`config.mk`:
```
export PLATFORM = sky130hd
export DESIGN_NAME = if_stage_flat
export DESIGN_NICKNAME = d
export VERILOG_FILES = /design/src/rtl/if_stage_if.sv /design/src/rtl/if_stage.sv /design/src/flat_wrapper.sv
export SDC_FILE = /design/constraint.sdc
export NUM_CORES = 1
export LEC_CHECK = 0
export CELL_PAD_IN_SITES_DETAIL_PLACEMENT = 0
export CELL_PAD_IN_SITES_GLOBAL_PLACEMENT = 1
export CORE_AREA = 5 5 228 230
export CTS_CLUSTER_DIAMETER = 100
export CTS_CLUSTER_SIZE = 10
export DETAILED_ROUTE_END_ITERATION = 8
export DIE_AREA = 0 0 233 235
export PLACE_DENSITY_LB_ADDON = 0.12
export SETUP_SLACK_MARGIN = 0.2
export SLEW_MARGIN = 20
export SYNTH_ARGS = -nofsm -noshare
export SYNTH_HDL_FRONTEND = slang
export SYNTH_SLANG_ARGS = --single-unit
```
`constraint.sdc`:
```
create_clock -name clk -period 8.8 [get_ports clk]
set_input_delay 1.76 -clock clk [delete_from_list [all_inputs] [get_ports clk]]
set_output_delay 1.76 -clock clk [all_outputs]
set_load 0.005 [all_outputs]
```
`src/rtl/if_stage_if.sv`:
```
// Instruction-memory bus between the fetch stage (master) and memory (slave).
// One request per 4'hF strobe, answered by a single-cycle resp pulse.
interface if_stage_if;
  logic [31:0] imem_addr;
  logic [3:0]  imem_rmask;
  logic [31:0] imem_rdata;
  logic        imem_resp;

  modport master (
    output imem_addr,
    output imem_rmask,
    input  imem_rdata,
    input  imem_resp
  );

  modport slave (
    input  imem_addr,
    input  imem_rmask,
    output imem_rdata,
    output imem_resp
  );
endinterface

```
`src/rtl/if_stage.sv`:
```
// Instruction fetch stage: one outstanding imem request, static not-taken
// prediction, stall buffering and flush/redirect with stale-response draining.

typedef struct packed {
  logic        monitor_valid;
  logic [63:0] monitor_order;
  logic [31:0] monitor_insn;
  logic        monitor_trap;
  logic        monitor_halt;
  logic        monitor_intr;
  logic [1:0]  monitor_mode;
  logic [1:0]  monitor_ixl;
  logic [4:0]  monitor_rs1_addr;
  logic [4:0]  monitor_rs2_addr;
  logic [31:0] monitor_rs1_rdata;
  logic [31:0] monitor_rs2_rdata;
  logic [4:0]  monitor_rd_addr;
  logic [31:0] monitor_rd_wdata;
  logic [31:0] monitor_pc_rdata;
  logic [31:0] monitor_pc_wdata;
  logic [31:0] monitor_mem_addr;
  logic [3:0]  monitor_mem_rmask;
  logic [3:0]  monitor_mem_wmask;
  logic [31:0] monitor_mem_rdata;
  logic [31:0] monitor_mem_wdata;
} rvfi_t;

typedef struct packed {
  logic [31:0] pc;
  logic        branch_pred;
  logic [31:0] predicted_pc;
  rvfi_t       rvfi;
} if_id_reg_t;

module if_stage #(
  parameter logic [31:0] RESET_PC = 32'h1eceb000
) (
  input  logic              clk,
  input  logic              rst,
  input  logic              stall,
  input  logic              flush,
  input  logic [31:0]       redirect_pc,
  if_stage_if.master        imem,
  output logic [31:0]       inst,
  output logic              inst_valid,
  output if_id_reg_t        if_id_reg_next
);

  localparam logic [31:0] NOP = 32'h00000013;

  typedef enum logic [1:0] {FETCH, WAIT, HOLD, DRAIN} state_t;

  state_t      state, state_next;
  logic [31:0] pc, pc_next;
  logic [31:0] pc_plus4;
  logic [63:0] order, order_next;
  logic [31:0] buffer, buffer_next;
  logic [3:0]  rmask;

  assign pc_plus4 = pc + 32'd4;

  always_ff @(posedge clk or posedge rst) begin
    if (rst) begin
      state  <= FETCH;
      pc     <= RESET_PC;
      order  <= '0;
      buffer <= '0;
    end else begin
      state  <= state_next;
      pc     <= pc_next;
      order  <= order_next;
      buffer <= buffer_next;
    end
  end

  // Flush is tested first in every state so it always wins over stall and resp.
  always_comb begin
    state_next  = state;
    pc_next     = pc;
    order_next  = order;
    buffer_next = buffer;
    rmask       = 4'h0;
    inst        = NOP;
    inst_valid  = 1'b0;

    unique case (state)
      FETCH: begin
        if (flush) begin
          pc_next = redirect_pc;
        end else begin
          rmask      = rst ? 4'h0 : 4'hF;
          state_next = WAIT;
        end
      end

      WAIT: begin
        if (flush) begin
          pc_next    = redirect_pc;
          state_next = imem.imem_resp ? FETCH : DRAIN;
        end else if (imem.imem_resp) begin
          inst       = imem.imem_rdata;
          inst_valid = 1'b1;
          if (stall) begin
            buffer_next = imem.imem_rdata;
            state_next  = HOLD;
          end else begin
            pc_next    = pc_plus4;
            order_next = order + 64'd1;
            state_next = FETCH;
          end
        end
      end

      HOLD: begin
        if (flush) begin
          pc_next    = redirect_pc;
          state_next = FETCH;
        end else begin
          inst       = buffer;
          inst_valid = 1'b1;
          if (!stall) begin
            pc_next    = pc_plus4;
            order_next = order + 64'd1;
            state_next = FETCH;
          end
        end
      end

      DRAIN: begin
        // The abandoned request still owes us a response; swallow it first.
        if (flush) begin
          pc_next = redirect_pc;
        end
        if (imem.imem_resp) begin
          state_next = FETCH;
        end
      end

      default: begin
        state_next = FETCH;
      end
    endcase
  end

  assign imem.imem_addr  = {pc[31:2], 2'b00};
  assign imem.imem_rmask = rmask;

  always_comb begin
    if_id_reg_next                       = '0;
    if_id_reg_next.pc                    = pc;
    if_id_reg_next.branch_pred           = 1'b0;
    if_id_reg_next.predicted_pc          = pc_plus4;
    if_id_reg_next.rvfi.monitor_valid    = inst_valid;
    if_id_reg_next.rvfi.monitor_order    = order;
    if_id_reg_next.rvfi.monitor_pc_rdata = pc;
    if_id_reg_next.rvfi.monitor_pc_wdata = pc_plus4;
  end

endmodule

```
`src/flat_wrapper.sv`:
```
// flat-port wrapper written by rule: the top's interface ports become plain ports
module if_stage_flat 
#(
  parameter logic [31:0] RESET_PC = 32'h1eceb000
)
  (clk, rst, stall, flush, redirect_pc, inst, inst_valid, if_id_reg_next, imem_imem_addr, imem_imem_rmask, imem_imem_rdata, imem_imem_resp);
  if_stage_if imem_i ();
  input  logic clk;
  input  logic rst;
  input  logic stall;
  input  logic flush;
  input  logic [31:0] redirect_pc;
  output logic [31:0] inst;
  output logic inst_valid;
  output if_id_reg_t if_id_reg_next;
  output wire logic [$bits(imem_i.imem_addr)-1:0] imem_imem_addr;
  output wire logic [$bits(imem_i.imem_rmask)-1:0] imem_imem_rmask;
  input wire logic [$bits(imem_i.imem_rdata)-1:0] imem_imem_rdata;
  input wire logic [$bits(imem_i.imem_resp)-1:0] imem_imem_resp;
  assign imem_imem_addr = imem_i.imem_addr;
  assign imem_imem_rmask = imem_i.imem_rmask;
  assign imem_i.imem_rdata = imem_imem_rdata;
  assign imem_i.imem_resp = imem_imem_resp;
  if_stage #(.RESET_PC(RESET_PC)) u_core (.clk(clk), .rst(rst), .stall(stall), .flush(flush), .redirect_pc(redirect_pc), .imem(imem_i), .inst(inst), .inst_valid(inst_valid), .if_id_reg_next(if_id_reg_next));
endmodule
```
# After elaboration in Yosys (flattened, before gate mapping)
# Index checks and enable logic that the tools add are counted.
# word_totals
elab_cells	56
ff_bits	130
output_inout_bits	517
# op_classes
n_mux	31
eq_ne	11
addsub	2
bitwise	1
n_reduce_logical	7
# op_table
cell	n
$mux 32	8
$mux 64	4
$pmux 64 s2	1
$pmux 32 s3	1
$add 64x1->64 const B	1
$pmux 32 s2	1
$add 32x3->32 const B	1
$mux 2	8
$mux 4	3
$reduce_and 4->1	3
$ne 2x2->1 const B	5
$pmux 2 s4	1
$ne 3x3->1 const B	2
$eq 2x2->1 const B	2
$mux 1	3
$eq 2x1->1 const B	1
$logic_not 2->1	1
$ne 2x1->1 const B	1
$pmux 1 s2	1
$reduce_and 2->1	1
$reduce_bool 2->1	1
$reduce_or 2->1	1
$not 1->1	1

# Depth between registers and ports, before layout
# Gate-level depths: netlist (run 1).
# logic_depth
ltp_word	5
depth_mapped	10
depth_no_buf	7

# Least setup slack after synthesis (run 1)
# OpenSTA, ideal clock, no wires.
# synth_path
path_type	input port to output port
from	input rst
to	output imem_imem_rmask[1]
cell_stages	3
slack_ns	1.973
arrival_time_ns	5.067
n_path_buf	1
path_cell_list	inv_1 and3_1 buf_4
# synth_via
elab_chain_cells	3
# synth_rtl
item	line_no	rtl
from (decl)	flat_wrapper.sv:9	input logic rst;
$mux 4	if_stage.sv:91	rmask = rst ? 4'h0 : 4'hF;
$mux 4	if_stage.sv:88	if (flush) begin
$mux 4	if_stage.sv:86	unique case (state)
to (decl)	flat_wrapper.sv:17	output wire logic [$bits(imem_i.imem_rmask)-1:0] imem_imem_rmask;
# Every way passes these cells.

# Final worst setup path (run 1)
# layout_path
from	input flush
to	output inst[21]
# layout_via
elab_chain_cells	2
# layout_rtl
item	line_no	rtl
from (decl)	flat_wrapper.sv:11	input logic flush;
$mux 32 (on tied branches)	if_stage.sv:115, if_stage.sv:97	
$pmux 32 s2 (*)	if_stage.sv:86	
to (decl)	flat_wrapper.sv:13	output logic [31:0] inst;
# Every way passes the cells marked *; elsewhere a longest branch is shown, timed or not.

==> out/results.ini, run 1 <==
[grt]
grt_pass1_wl_mm = 50.7
grt_max_degree = 71
antenna_found_initial = 4
globalRouteTotalUtil = 0.121
grt-ovfl-total = 0
grt_pass1_vias = 7552

[final_layout]
layout_common_cells = 328 x clkdlybuf4s50_1, 257 x conb_1, 118 x dfrtp_1
fill_cells = 5397
fin_nets = 1377
final_common_cell = clkdlybuf4s50_1
stdcell_area_um2 = 12900
area_delta_synth_final_pct = 29.4
antenna_cells = 0
drive_gt1_frac = 0.0883
utilization = 0.259

[clock_tree]
cts_root_buf = clkbuf_16
post_cts_buffers = 0
holdBufCountCts = 0
clkTransAtPathRegs_ns = 0.06
clock-sinks = 130
clk_path_buf_depth = 2
cts_made_buffers = 17
cts_resized = 0
htreeDepth = 4
cts_tree = built
insertion_delay_ns = 0.45

[setup_path]
worst_ep_required_time_ns = 7.04
regToRegSetupSlack_ns = 5.86
crit_chain = clkdlybuf4s50_1 > buf_4 > inv_1 > and3_1 > buf_4 > a22oi_1 > nor2b_1 > clkdlybuf4s50_1
crit_type = in2out
critPathMaxStageDelay_ns = 0.52
startpoint_type = input port
worst_path_max_delay_cell = clkdlybuf4s50_1
cp-end-kind = output pin
crit_fanout = 31
critPathArrivalTime_ns = 4.06

[drt]
drt-total-wl_mm = 34.7
ant_nets = 0
vias_per_cell = 3.78
num_vias = 7498
drt_drc_violations_left = 0
drt-initial-drc-count = 237
wl_per_cell_um = 17.5
drt_pass1_iterations = 5

[floorplan]
pin_count = 586
core_um2 = 49700
rows = 82
initial_utilization = 0.201
die_area_um2 = 54800
die_h_um = 235
die_x_um = 233

[timing]
maxSlewHeadroom = 0.289
fmax_mhz = 172
hold_ws_ns = 0.479
final-setup-viol-count = 0
rsz0062_at_grt = no
min_period_ns = 5.82
worst_slew_pin_slew_ns = 1.06
skew_ns = 0.0106
tns_ns = 0
slew_viol_final = 0
report.final.hold_viol_count = 0
fin_crit_sh = 0.661

[logic_synthesis]
synth_edf_count = 0
synth_area_per_cell_um2 = 9.16
async_flop_share = 1.00
synthTopCellsByArea = dfrtp_1 30%, buf_4 27%, xnor2_1 4.2%, mux2_2 4.0%, xor2_1 3.8%
yosys_warnings = 0
netlist_area_um2 = 9960
yosysUniqueCellTypes = 53
synth_top_cell_by_area = dfrtp_1
ys.flop_type = dfrtp_1
synthCells = 1087
ys_seq_elements = 130
ys_seq_area_frac = 0.328
synth_top_area_frac = 0.296

[placed_design]
dpl.hpwl_mm = 26.9
gp_congestion = 0.710
portBuffers = 328
placed_area_um2 = 12300

[hold_path]
hold_path.class = reg2reg

[pwr]
vdd_drop_max_mv = 0.104
power_density_nw_per_um2 = 268
leakage_nw = 5.46

[outcome]
outcome = finished clean

[run]
maxCapViolations = 0

## sequential cells by signal, indices dropped and copies added (netlist names)
register and count:
u_core.order 64, u_core.pc 32, u_core.buffer 32, u_core.state 2
## cell families after synthesis
kind of cell,after synthesis,synth area share
AO/OA/AOI/OAI,107,0.0722
XOR/XNOR,91,0.0800
adder cells (fa/ha/maj),7,0.00879
buffers and inverters,419,0.296
flip-flops,130,0.328
multiplexers,39,0.0436
other,1,0.000377
AND/OR/NAND/NOR,293,0.171
## power by group
group | leakage [nW] | internal, mW | switching, mW
clock network | 0.283 | 0.459 | 0.295
registers | 1.61 | 0.772 | 0.261
logic | 3.57 | 0.961 | 0.699
total | 5.46 | 2.19 | 1.26
## stage by stage
step / total power [mW] / std cells / worst slack (ns)
after floorplan: 1.98 / 1343 / 1.97
after global placement: 2.77 / 1954 / 2.98
after detailed placement: 2.76 / 1954 / 2.96
after CTS: 3.54 / 1985 / 2.96
after global routing: 3.69 / 1985 / 2.76
final: 3.45 / 1985 / 2.98
## area by class of cell
type,count,area [um2],area share
clock inverters,12,159,0.0123
repair buffers,339,3370,0.261
flip-flops and latches,130,3270,0.254
clock buffers,19,453,0.0351
multi-input cells,794,4720,0.367
well taps,672,841,0.0652
inverters,19,76.3,0.00592
## critical path: cells and delay by family
kind                   cells  cell delay, ns
AOI/OAI and AO/OA          1            0.12
buffers and inverters      5            1.76
and+or+nand+nor            2            0.38
## layer usage
metal	routed length, um	GRT usage
met1	14000	0.142
met4	350	0.0269
met3	2360	0.0339
met2	18000	0.220
met5	42	0
## worst paths after layout
check                                          to  cells after the start             start
max in group asynchronous       u_core.buffer[17]                      3               rst
worst min-delay path             u_core.order[63]                      1  u_core.order[63]
worst min register to register   u_core.order[63]                      1  u_core.order[63]
worst max register to register       u_core.pc[2]                      8   u_core.state[1]
min in group asynchronous        u_core.order[37]                      2               rst
worst max-delay path                     inst[21]                      8             flush
## synthesized netlist by cell type (all sizes together), types with 2 or more instances
library cell,instances
nor2,47
dfrtp,118
buf,376
nand2,53
nand3,56
a22oi,41
mux2i,4
and4,7
o22a,4
o21a,4
nor3b,2
xor2,43
a2bb2oi,4
nand4,30
nor3,25
o22ai,5
a41oi,2
a21oi,14
a31oi,4
dfstp,12
or3,2
o211ai,2
or4,5
inv,19
nor2b,33
ha,7
nand2b,2
nor4,16
xnor2,48
mux2,35
and3,12
o21ai,23
clkbuf,24
Power figures use the tool's default switching activity.
==> run 2, diff against run 1 <==
--- a/config.mk
+++ b/config.mk
@@ -7,11 +7,11 @@
 export LEC_CHECK = 0
 export CELL_PAD_IN_SITES_DETAIL_PLACEMENT = 0
 export CELL_PAD_IN_SITES_GLOBAL_PLACEMENT = 1
-export CORE_AREA = 5 5 228 230
+export CORE_AREA = 5 5 225 227
 export CTS_CLUSTER_DIAMETER = 100
 export CTS_CLUSTER_SIZE = 10
 export DETAILED_ROUTE_END_ITERATION = 8
-export DIE_AREA = 0 0 233 235
+export DIE_AREA = 0 0 230 232
 export PLACE_DENSITY_LB_ADDON = 0.12
 export SETUP_SLACK_MARGIN = 0.2
 export SLEW_MARGIN = 20
==> constraint.sdc (replaced) <==
create_clock -name clk -period 4.97 [get_ports clk]
set_input_delay 0.994 -clock clk [delete_from_list [all_inputs] [get_ports clk]]
set_output_delay 0.994 -clock clk [all_outputs]
set_load 0.005 [all_outputs]
==> run 2 against run 1 <==
  * Worst setup slack worse by 2.4 ns
  * Hold slack lost 0.0046 ns
  * Final cell count is 2.2% lower
  * Critical endpoint is now if_id_reg_next[403]
==> out/results.ini, run 2 (same netlist as run 1, synthesis figures left out) <==
[floorplan]
die_area_um2 = 53400  ; was 54,800 um2
die_h_um = 232  ; was 235 um
pin_count = 586  ; unchanged
initial_utilization = 0.206  ; was 0.201
core_um2 = 48400  ; was 49,700 um2
rows = 81  ; was 82
die_x_um = 230  ; was 233 um

[clock_tree]
cts_made_buffers = 17  ; unchanged
clk_path_buf_depth = 2  ; unchanged
htreeDepth = 4  ; unchanged
cts_tree = built  ; unchanged
cts_root_buf = clkbuf_16  ; unchanged
insertion_delay_ns = 0.43  ; was 0.45 ns
clkTransAtPathRegs_ns = 0.06  ; about the same
clock-sinks = 130  ; unchanged

[pwr]
leakage_nw = 5.54  ; was 5.46 nW
p_total_mw = 6.22  ; was 3.45 mW
switching_share = 0.355  ; was 0.364
pwr-share-comb = 0.474  ; was 0.482
power_density_nw_per_um2 = 480  ; was 268 nW/um2
vdd_drop_max_mv = 0.210  ; was 0.104 mV
power.net_switching_mw = 2.20  ; was 1.26 mW
pwr-share-seq = 0.291  ; was 0.300
p_int_mw = 4.01  ; was 2.19 mW
clockPowerShare = 0.235  ; was 0.219

[drt]
wl_per_cell_um = 17.6  ; was 17.5 um
vias_per_cell = 3.84  ; was 3.78
drt_pass1_iterations = 5  ; unchanged
highest_layer = met5  ; unchanged
met1Wirelength_mm = 13.8  ; was 14.0 mm
dr_wl_met2_mm = 17.7  ; was 18.0 mm
ant_nets = 0  ; unchanged
drt_drc_violations_left = 0  ; unchanged
num_vias = 7464  ; was 7,498
wl_met3_mm = 2.30  ; was 2.36 mm
drt-total-wl_mm = 34.2  ; was 34.7 mm
drt-initial-drc-count = 398  ; was 237

[timing]
report.final.hold_viol_count = 0  ; unchanged
skew_ns = 0.00939  ; was 0.0106 ns
worst_slew_pin_slew_ns = 1.02  ; was 1.06 ns
fin_crit_sh = 0.884
rsz0062_at_grt = no  ; unchanged
tns_ns = 0  ; unchanged
maxSlewHeadroom = 0.318  ; was 0.289
fmax_mhz = 228
min_period_ns = 4.39
final-setup-viol-count = 0  ; unchanged
slew_viol_final = 0  ; unchanged

[setup_path]
crit_chain = ha_1 > nand3_1 > nor4_4 > buf_12 > nand3_1 > xnor2_1 > clkdlybuf4s50_1  ; was clkdlybuf4s50_1 > buf_4 > inv_1 > and3_1 > buf_4 > a22oi_1 > nor2b_1 > clkdlybuf4s50_1
path_common_cell = nand3_1
worst_ep_required_time_ns = 3.98  ; was 7.04 ns
regToRegSetupSlack_ns = 1.70  ; was 5.86 ns
startpoint_type = register  ; was input port
critPathArrivalTime_ns = 3.40  ; was 4.06 ns
critPathMaxStageDelay_ns = 0.58  ; was 0.52 ns
worstRegToRegCells = 8  ; unchanged
crit_fanout = 12  ; was 31
endpoint = if_id_reg_next[403]  ; was inst[21]
cp-end-kind = output pin  ; unchanged
crit_type = reg2out  ; was in2out
worst_path_max_delay_cell = dfrtp_1  ; was clkdlybuf4s50_1
r2r_start = u_core.state[1]  ; unchanged
cp_num_cells = 7  ; was 8
cpLargestDelayFamily = simple AND/OR/NAND/NOR gates  ; was buffers and inverters
crit_buf_inv = 2  ; was 5
worstReg2RegEnd = u_core.pc[2]  ; unchanged
startpoint = u_core.pc[2]  ; was flush

[grt]
grt_pass1_vias = 7352  ; was 7,552
grt-ovfl-total = 0  ; unchanged
grt_max_degree = 131  ; was 71
antenna_found_initial = 7  ; was 4
globalRouteTotalUtil = 0.121  ; about the same
grt_pass1_wl_mm = 49.5  ; was 50.7 mm

[final_layout]
top_register = u_core.order  ; unchanged
fill_cells = 5165  ; was 5,397
largest_register_ffs = 64  ; unchanged
multi_input_area_um2 = 4730  ; was 4720 um2
reg.largest.list = u_core.order: 64 flops, u_core.buffer: 32 flops, u_core.pc: 32 flops  ; unchanged
final_common_cell = clkdlybuf4s50_1  ; unchanged
antenna_cells = 0  ; unchanged
fin_nets = 1383  ; was 1,377
drive_gt1_frac = 0.0924  ; was 0.0883
ff_latch_area_um2 = 3270  ; unchanged
layout_common_cells = 328 x clkdlybuf4s50_1, 257 x conb_1, 118 x dfrtp_1  ; unchanged
area_delta_synth_final_pct = 30.1  ; was 29.4%

[run]
maxCapViolations = 0  ; unchanged

[placed_design]
gp_congestion = 0.705  ; was 0.710
portBuffers = 328  ; unchanged
dpl.hpwl_mm = 26.4  ; was 26.9 mm

[hold_path]
hold_path.class = reg2reg  ; unchanged

[outcome]
outcome = finished clean  ; unchanged

run 2: worst register-to-register path: stages (launching register included):
cell     delay (ns)
dfrtp_1        0.39
inv_1          0.13
ha_1           0.35
nor2b_1        0.75
nor2_1         0.29
nor2_2         0.56
buf_4          0.33
nor3_1         0.07
a221o_1        0.27
run 2: timing repair:
item,CTS,global route
setup endpoints to repair,0,2
hold buffers,0,0
setup buffers,0,0
hold endpoints to repair,0,0
resized for setup,0,1
run 2: power by group through the flow:
stage               sequential [mW]  clock (mW)  combinational [mW]
global placement               1.84           0                3.05
finish                         1.81        1.46                2.95
global route                   1.88        1.56                3.20
floorplan                      1.65           0                1.86
CTS                            1.82        1.52                3.03
detailed placement             1.84           0                3.02
run 2: metal layers:
metal  track usage  vias up
li1              -     3517
met1         0.147     3598
met2         0.217      308
met3        0.0326       29
met4        0.0269       12
met5             0        -
run 2: how the worst min path moves through the flow:
stage	slack, ns	end	cells after the start	start
2_1_floorplan	0.46	u_core.order[63]	1	u_core.order[63]
3_5_place_dp	0.47	u_core.order[63]	1	u_core.order[63]
3_3_place_gp	0.46	u_core.order[63]	1	u_core.order[63]
4_1_cts	0.48	u_core.order[63]	1	u_core.order[63]
6_report	0.47	u_core.order[63]	1	u_core.order[63]
5_1_grt	0.51	u_core.order[63]	1	u_core.order[63]
run 2: final cells by class:
class,count,area share
sequential,130,0.252
tap,622,0.0601
inverter,19,0.00579
multi-input combinational,794,0.365
timing repair buffer,345,0.265
clock buffer,20,0.0360
clock inverter,12,0.0157
run 2: stage by stage:
| step | setup WS [ns] | cells | utilization | hold WS (ns) | instance area (um2) |
|---|---|---|---|---|---|
| after floorplan | 0.317 | 1343 | - | 0.465 | 10900 |
| after global placement | 0.698 | 1910 | 0.253 | 0.457 | 12300 |
| after detailed placement | 0.695 | 1910 | 0.253 | 0.466 | 12300 |
| after CTS | 0.303 | 1942 | 0.267 | 0.478 | 12900 |
| after global routing | 0.316 | 1942 | 0.267 | 0.511 | 13000 |
| final | 0.577 | 1942 | 0.267 | 0.474 | 13000 |
